## src/rtl/hlsm_go_ctrl.sv

```systemverilog
// hlsm_go_ctrl: push-button front end for the HLSM counter stage.
// Synchronizes and debounces a raw button, turns each accepted press into a
// single-cycle go pulse, waits for done, flags a timeout fault when done never
// arrives, and keeps a saturating count of completed runs.
module hlsm_go_ctrl #(
   parameter int unsigned DB_CYCLES      = 4,
   parameter int unsigned TIMEOUT_CYCLES = 64
) (
   input  logic       Clk,
   input  logic       Rst,
   input  logic       btn,
   input  logic       done_in,
   output logic       go,
   output logic       busy,
   output logic       timeout,
   output logic [7:0] run_count
);

   // Terminal values for the 16-bit counters (full-width unsigned compare).
   localparam logic [15:0] DB_LAST = 16'(DB_CYCLES - 1);
   localparam logic [15:0] TO_LAST = 16'(TIMEOUT_CYCLES - 1);

   typedef enum logic [1:0] {
      IDLE      = 2'd0,
      PULSE     = 2'd1,
      WAIT_DONE = 2'd2,
      FAULT     = 2'd3
   } state_t;

   state_t      state_reg;
   logic        s1_reg;
   logic        s2_reg;
   logic        db_reg;
   logic        db_d_reg;
   logic [15:0] dcnt_reg;
   logic [15:0] timer_reg;
   logic        press;

   // Rising edge of the debounced level; release edges never start anything.
   assign press = db_reg & ~db_d_reg;

   // Two-flop synchronizer, debounce filter and edge-detect delay.
   always_ff @(posedge Clk) begin
      if (!Rst) begin
         s1_reg   <= 1'b0;
         s2_reg   <= 1'b0;
         db_reg   <= 1'b0;
         db_d_reg <= 1'b0;
         dcnt_reg <= 16'd0;
      end else begin
         s1_reg   <= btn;
         s2_reg   <= s1_reg;
         db_d_reg <= db_reg;
         if (s2_reg == db_reg) begin
            dcnt_reg <= 16'd0;
         end else if (dcnt_reg == DB_LAST) begin
            db_reg   <= s2_reg;
            dcnt_reg <= 16'd0;
         end else begin
            dcnt_reg <= dcnt_reg + 16'd1;
         end
      end
   end

   // Control FSM with registered Moore outputs that follow the next state.
   always_ff @(posedge Clk) begin
      if (!Rst) begin
         state_reg <= IDLE;
         timer_reg <= 16'd0;
         go        <= 1'b0;
         busy      <= 1'b0;
         timeout   <= 1'b0;
         run_count <= 8'd0;
      end else begin
         case (state_reg)
            IDLE: begin
               if (press) begin
                  state_reg <= PULSE;
                  go        <= 1'b1;
                  busy      <= 1'b1;
               end else begin
                  go        <= 1'b0;
                  busy      <= 1'b0;
               end
            end
            PULSE: begin
               state_reg <= WAIT_DONE;
               timer_reg <= 16'd0;
               go        <= 1'b0;
               busy      <= 1'b1;
            end
            WAIT_DONE: begin
               timer_reg <= timer_reg + 16'd1;
               go        <= 1'b0;
               // done has priority over the limit when both land together
               if (done_in) begin
                  state_reg <= IDLE;
                  busy      <= 1'b0;
                  if (run_count != 8'hFF) begin
                     run_count <= run_count + 8'd1;
                  end
               end else if (timer_reg == TO_LAST) begin
                  state_reg <= FAULT;
                  busy      <= 1'b0;
                  timeout   <= 1'b1;
               end else begin
                  busy      <= 1'b1;
               end
            end
            FAULT: begin
               go   <= 1'b0;
               busy <= 1'b0;
               // a press here only acknowledges the fault, it never starts a run
               if (press) begin
                  state_reg <= IDLE;
                  timeout   <= 1'b0;
               end
            end
            default: begin
               state_reg <= IDLE;
               go        <= 1'b0;
               busy      <= 1'b0;
            end
         endcase
      end
   end

endmodule
```

## config.mk

```make
export PLATFORM = sky130hd
export DESIGN_NAME = hlsm_go_ctrl
export DESIGN_NICKNAME = d
export VERILOG_FILES = /design/src/rtl/hlsm_go_ctrl.sv
export SDC_FILE = /design/constraint.sdc
export NUM_CORES = 1
export LEC_CHECK = 0
export BUFFER_PORTS_ARGS = -buffer_cell sky130_fd_sc_hd__buf_2
export CORE_UTILIZATION = 45
export DETAILED_ROUTE_END_ITERATION = 8
export PLACE_DENSITY = 0.59
export RECOVER_POWER = 25
export SLEW_MARGIN = 20
export SYNTH_ARGS = -nofsm -noshare
export SYNTH_HDL_FRONTEND = slang
export SYNTH_SLANG_ARGS = --single-unit
```

## constraint.sdc

```tcl
create_clock -name Clk -period 4.1 [get_ports Clk]
set_input_delay 0.82 -clock Clk [delete_from_list [all_inputs] [get_ports Clk]]
set_output_delay 0.82 -clock Clk [all_outputs]
set_load 0.02 [all_outputs]
```

Word-level counts from Yosys, hierarchy flattened

Index checks and enable logic that the tools add are counted.

Bitwise logic cells: 4
Mux-type cells: 15
Multiply operators: 0
Shifts and indexed selects: 0
Div/mod/pow operators: 0
Reduce and logical (&&, ||, !) cells: 9
Add/sub/neg operators: 3
Equality and inequality tests: 12
Magnitude comparators: 0

Operator list:

| operator              | number |
|---|---|
| $add 16x1->16 const B | 2 |
| $pmux 16 s2           | 1 |
| $eq 16x2->1 const B   | 1 |
| $eq 16x6->1 const B   | 1 |
| $add 8x1->8 const B   | 1 |
| $mux 2                | 4 |
| $ne 2x2->1 const B    | 4 |
| $ne 8x8->1 const B    | 1 |
| $pmux 2 s4            | 1 |
| $mux 1                | 6 |
| $reduce_and 3->1      | 2 |
| $reduce_or 3->1       | 2 |
| $eq 2x2->1 const B    | 2 |
| $pmux 1 s2            | 2 |
| $pmux 1 s4            | 1 |
| $reduce_and 4->1      | 1 |
| $reduce_bool 2->1     | 2 |
| $ne 3x3->1 const B    | 1 |
| $not 1->1             | 3 |
| $eq 2x1->1 const B    | 1 |
| $logic_not 2->1       | 1 |
| $reduce_and 2->1      | 1 |
| $and 1x1->1           | 1 |
| $eq 1x1->1            | 1 |

Input port bits: 4
Bits in read-only memories: 0
Register bits after elaboration: 49
Word-level logic and storage cells: 54
Output and inout bits: 11
Latch bits: 0
Memories kept: 0
Memory bits (writable): 0

Logic depth before layout (Yosys ltp)

Depth after elaboration: 4
Mapped depth: 7
Gate-level depth less buffers: 6

Least setup slack after synthesis

OpenSTA, ideal clock, no wires.

Path type: register -> register
From: register state_reg[0]
To: register timer_reg[15]
Path buffers: 1
Clock period less this slack: 2.147 ns
Library setup time: 0.070 ns
Cell stages (with the launch flop): 8
Slack: 1.953 ns
Data arrival time: 2.077 ns
Required time: 4.030 ns
Path through: dfxtp_1 > inv_1 > ha_1 > buf_2 > nand4_2 > or4_4 > or4_1 > a21oi_1

Longest elaborated chain between the ends: 2
Elaborated cells on any way between the ends: 4
Classes of those cells: eq/ne (2); mux (1); reduce/logical (1)

RTL lines:

| element                                          | RTL line | RTL |
|---|---|---|
| start: declaration                               | 30       | `state_t state_reg;` |
| start signal: assignment                         | 68       | `state_reg <= IDLE;` |
| start signal: assignment                         | 78       | `state_reg <= PULSE;` |
| start signal: assignment                         | 87       | `state_reg <= WAIT_DONE;` |
| $eq 2x2->1 or $eq 2x1->1 (tied branches)         | 75       | `case (state_reg)` |
| $pmux 16 s2 or $reduce_bool 2->1 (tied branches) | -        |  |
| end signal: assignment                           | 93       | `timer_reg <= timer_reg + 16'd1;` |
| end: declaration                                 | 36       | `logic [15:0] timer_reg;` |

Parallel ways exist; a longest one is shown, timed or not.
A chain may end at the register's enable or synchronous reset.

Final worst setup path

Same ends and word-level chain as after synthesis.

==> impl.org <==
** Outcome
- The flow ran to the end, and the final reports show no timing, DRC or antenna violations.

** Placement
- Post-DP HPWL :: 2730 microns
- Standard cell area after detailed placement :: 2370 sq um
- Number of buffer cells added on primary ports :: 14
- Routability-driven placement finished with a final weighted congestion of 0.736.
- Number of placed cells counting well taps :: 329

** Timing
- Achievable Freq :: 0.418 GHz
- Min cycle time layout :: 2.39 ns
- Setup violations remaining at the end of the flow were counted as 0.
- At the pin with the least slew margin, the transition time is 0.592 ns.
- Final Hold Slack :: 0.441 ns
- Max-slew headroom :: 60.4%
- Of the available clock period, the critical path in the final layout requires 58.4%.
- Final clock skew :: 0.00748 ns
- Hold violation total from the final report :: 0
- The final number of max-transition violations was 0.
- Total Neg Setup Slack :: 0 ns
- Setup repair after global routing left no endpoint under its margin.

** Logic synthesis
- Xor/xnor cell area share of the yosys netlist :: 11.0%
- By area, the combinational part of the netlist is dominated by simple AND/OR/NAND/NOR gates.
- The portion of synthesized area spent on multiplexers is 1.85%.
- Summing the areas of all compound-gate instances in the mapped netlist gives 7.55% of the synthesized area.
- Part of the Yosys area used for sequential elements :: 43.9%
- Share of synthesized cell area in and, or, nand and nor gates :: 28.0%
- Area share of fa/ha/maj cells after synthesis :: 4.48%
- Warnings, synthesis :: 0
- Seq cells post-synth :: 49
- Cells after Synth :: 254
- In this run the cell area of the synthesized design comes to 2240 sq um.
- Number of distinct library cells after synthesis :: 38
- Portion of synthesized cell area occupied by the leading cell type :: 43.9%
- After synthesis, the mean cell area works out to 8.80 sq um.
- Summed over all instances, the cell type with the most area after synthesis is dfxtp_1.
- Synth area leaders :: dfxtp_1 (44%), xnor2_1 (7.8%), nor2_1 (6.4%)
- Counting every net in the synthesized netlist gives 266.

** Clock network
- Clock tree from TritonCTS :: built
- Clock tree synthesis found a total of 49 sinks.
- H-Tree Depth :: 2
- Number of buffers added to fix hold violations after cts :: 0
- Clock-pin slew of the registers on the worst-case setup and hold paths :: 0.08 ns
- Clk Latency, worst-skew pair :: 0.29 ns
- In this run the deepest clock path goes through 2 buffers.
- Count of instances resized after the clock tree is built :: 0
- Master cell of the clock root buffer :: clkbuf_8
- In this run the post-CTS setup repair buffer count came out at 0.
- TritonCTS created 5 clock buffers.

** Layout
- Compared with the post-synthesis result, the final layout area differs by 9.23%.
- The finished layout holds 336 standard cells, fillers aside.
- Antenna diode instance count :: 0
- The library cell used most frequently in the layout, excluding fill and tap cells, is dfxtp_1.
- The net count of the finished layout is 281.
- After filler insertion, the fill cell instance count of the layout stands at 478.
- In the layout the commonest cells are dfxtp_1 (49), nor2_1 (38), xnor2_1 (20).
- With fillers left out, the area of the finished cells amounts to 2440 sq um.
- Fraction of layout instances using a drive strength above 1 :: 5.95%

** Hold path
- Capture endpoint of the worst hold path :: s2_reg
- Counting instances, the worst hold path has a depth of 1.
- The worst hold path begins at s1_reg.
- The worst hold path belongs to the class reg -> reg.

** Power
- IR analysis of the VDD net gives a maximum drop of 333 uV.
- In this run the power density over the cells is 368 nW/um^2.
- Lkg Pwr :: 0.787 nW
- Final total power :: 0.898 mW

** GRT
- Overall routing resource usage :: 16.4%
- Entering global routing, the biggest net connects 17 pins.
- Via count of the first global-routing pass :: 1508
- The initial antenna violation count was 0.
- For this run the aggregate overflow at the end of global routing stands at 0.
- Global-route wire length before repair :: 6760 microns

** Drt
- The detailed router placed 1733 vias in this run.
- After the first detailed-routing iteration, the DRC count stood at 85.
- First-pass iteration count of the detailed router :: 5
- Remaining antenna violation count after routing :: 0
- In the routed design, unresolved DRC markers number 0.
- In the final routed layout, each cell accounts on average for 11.9 microns.
- The routed design has 3990 microns of wire.
- Via/cell ratio :: 5.16

** Die
- Once the floorplan was initialized, standard cells occupied 47.0% of the core.
- The initialized floorplan defines 25 standard-cell rows.
- Die width :: 72.5 microns
- In this run the count of I/O pins placed on the die edge is 15.
- The region available for standard cell placement spans 4750 sq um.
- The die is 72.5 microns tall.
- Die ar. :: 5250 sq um

** Setup path
- Launching element type of the critical path :: flip-flop
- Worst-case reg-to-reg path depth :: 6
- Series of cell instances along the critical path :: inv_1 -> ha_1 -> nand4_2 -> or4_4 -> or4_1 -> a21oi_1
- Start point of the critical path :: state_reg[0]
- Maximum single-stage delay on the critical path :: 0.49 ns
- Worst-path fanout max :: 9
- Category of the worst setup path capture point :: flip-flop
- Register-to-register path setup slack :: 1.71 ns
- WP data required :: 4.32 ns
- Worst Setup Path Type :: reg -> reg
- Reg-to-reg critical path startpoint :: state_reg[0]
- For this design, the slowest cell found on the critical path is or4_4.
- Data arrival at the endpoint of the critical path :: 2.61 ns
- The worst register-to-register path ends at timer_reg[15].

** Flow run
- Max capacitance violation total :: 0
==> how the worst max path moves through the flow <==
stage / to / slack (ns)
finish: timer_reg[15] / 1.71
global route: timer_reg[15] / 1.56
CTS: timer_reg[15] / 1.70
detailed placement: timer_reg[15] / 1.73
global placement: timer_reg[15] / 1.80
floorplan: timer_reg[15] / 1.95
==> Yosys cell counts <==
cell / count
a211oi_1: 3
a21boi_1: 1
a21o_1: 1
a21oi_1: 8
a221oi_1: 1
a311oi_1: 1
a32o_1: 1
and2_1: 4
and3_1: 3
and4_1: 2
buf_2: 1
clkbuf_1: 5
dfxtp_1: 49
ha_1: 8
inv_1: 13
mux2_2: 1
mux2i_1: 3
nand2_1: 16
nand2b_1: 2
nand3_1: 11
nand4_1: 9
nand4_2: 1
nand4b_1: 1
nand4bb_1: 1
nor2_1: 38
nor2b_1: 2
nor3_1: 9
nor4_1: 11
nor4b_1: 2
o21ai_0: 6
o221a_1: 1
o31ai_1: 3
or3_1: 1
or3_2: 1
or4_1: 5
or4_4: 1
xnor2_1: 20
xor2_1: 8
==> kinds of logic (layout without fill, tap and decap cells) <==
family	Yosys count	in the layout
simple gates	120	120
flops	49	49
xor+xnor	28	28
compound gates	26	26
buf+inv	19	34
fa+ha+maj	8	8
mux	4	4
==> where the power goes <==
| group | internal, mW | switching (mW) |
|---|---|---|
| Combinational | 0.0428 | 0.0683 |
| Clock | 0.134 | 0.145 |
| Sequential | 0.491 | 0.0168 |
| Total | 0.668 | 0.230 |
==> through the flow <==
| step | setup WS [ns] | utilization (%) |
|---|---|---|
| 2_1_floorplan | 1.95 | - |
| 3_3_place_gp | 1.80 | 49.8 |
| 3_5_place_dp | 1.73 | 49.8 |
| 4_1_cts | 1.70 | 51.6 |
| 5_1_grt | 1.56 | 51.4 |
| 6_report | 1.71 | 51.4 |
==> layer usage <==
metal | global-route usage [%] | share of wire (%)
met1 | 23.1 | 54
met2 | 24.1 | 42
met3 | 4.44 | 3.6
met4 | 5.23 | 0.73
met5 | 0 | 0
==> worst max-delay path: cells and delay by family (launching register included) <==
family / cells / cell delay, ns
compound gates: 1 / 0.15
fa+ha+maj: 1 / 0.45
buf+inv: 1 / 0.11
flops: 1 / 0.41
simple gates: 3 / 1.21
==> area by class of cell <==
type	instances	area (sq um)	share of cell area [%]
flip-flops and latches	49	981	40.2
multi-input cells	186	1180	48.4
inverters	13	48.8	2.00
repair buffers	14	60.1	2.46
well taps	67	83.8	3.43
clock buffers	7	86.3	3.53
No activity file was read; power rests on OpenSTA's default activity.
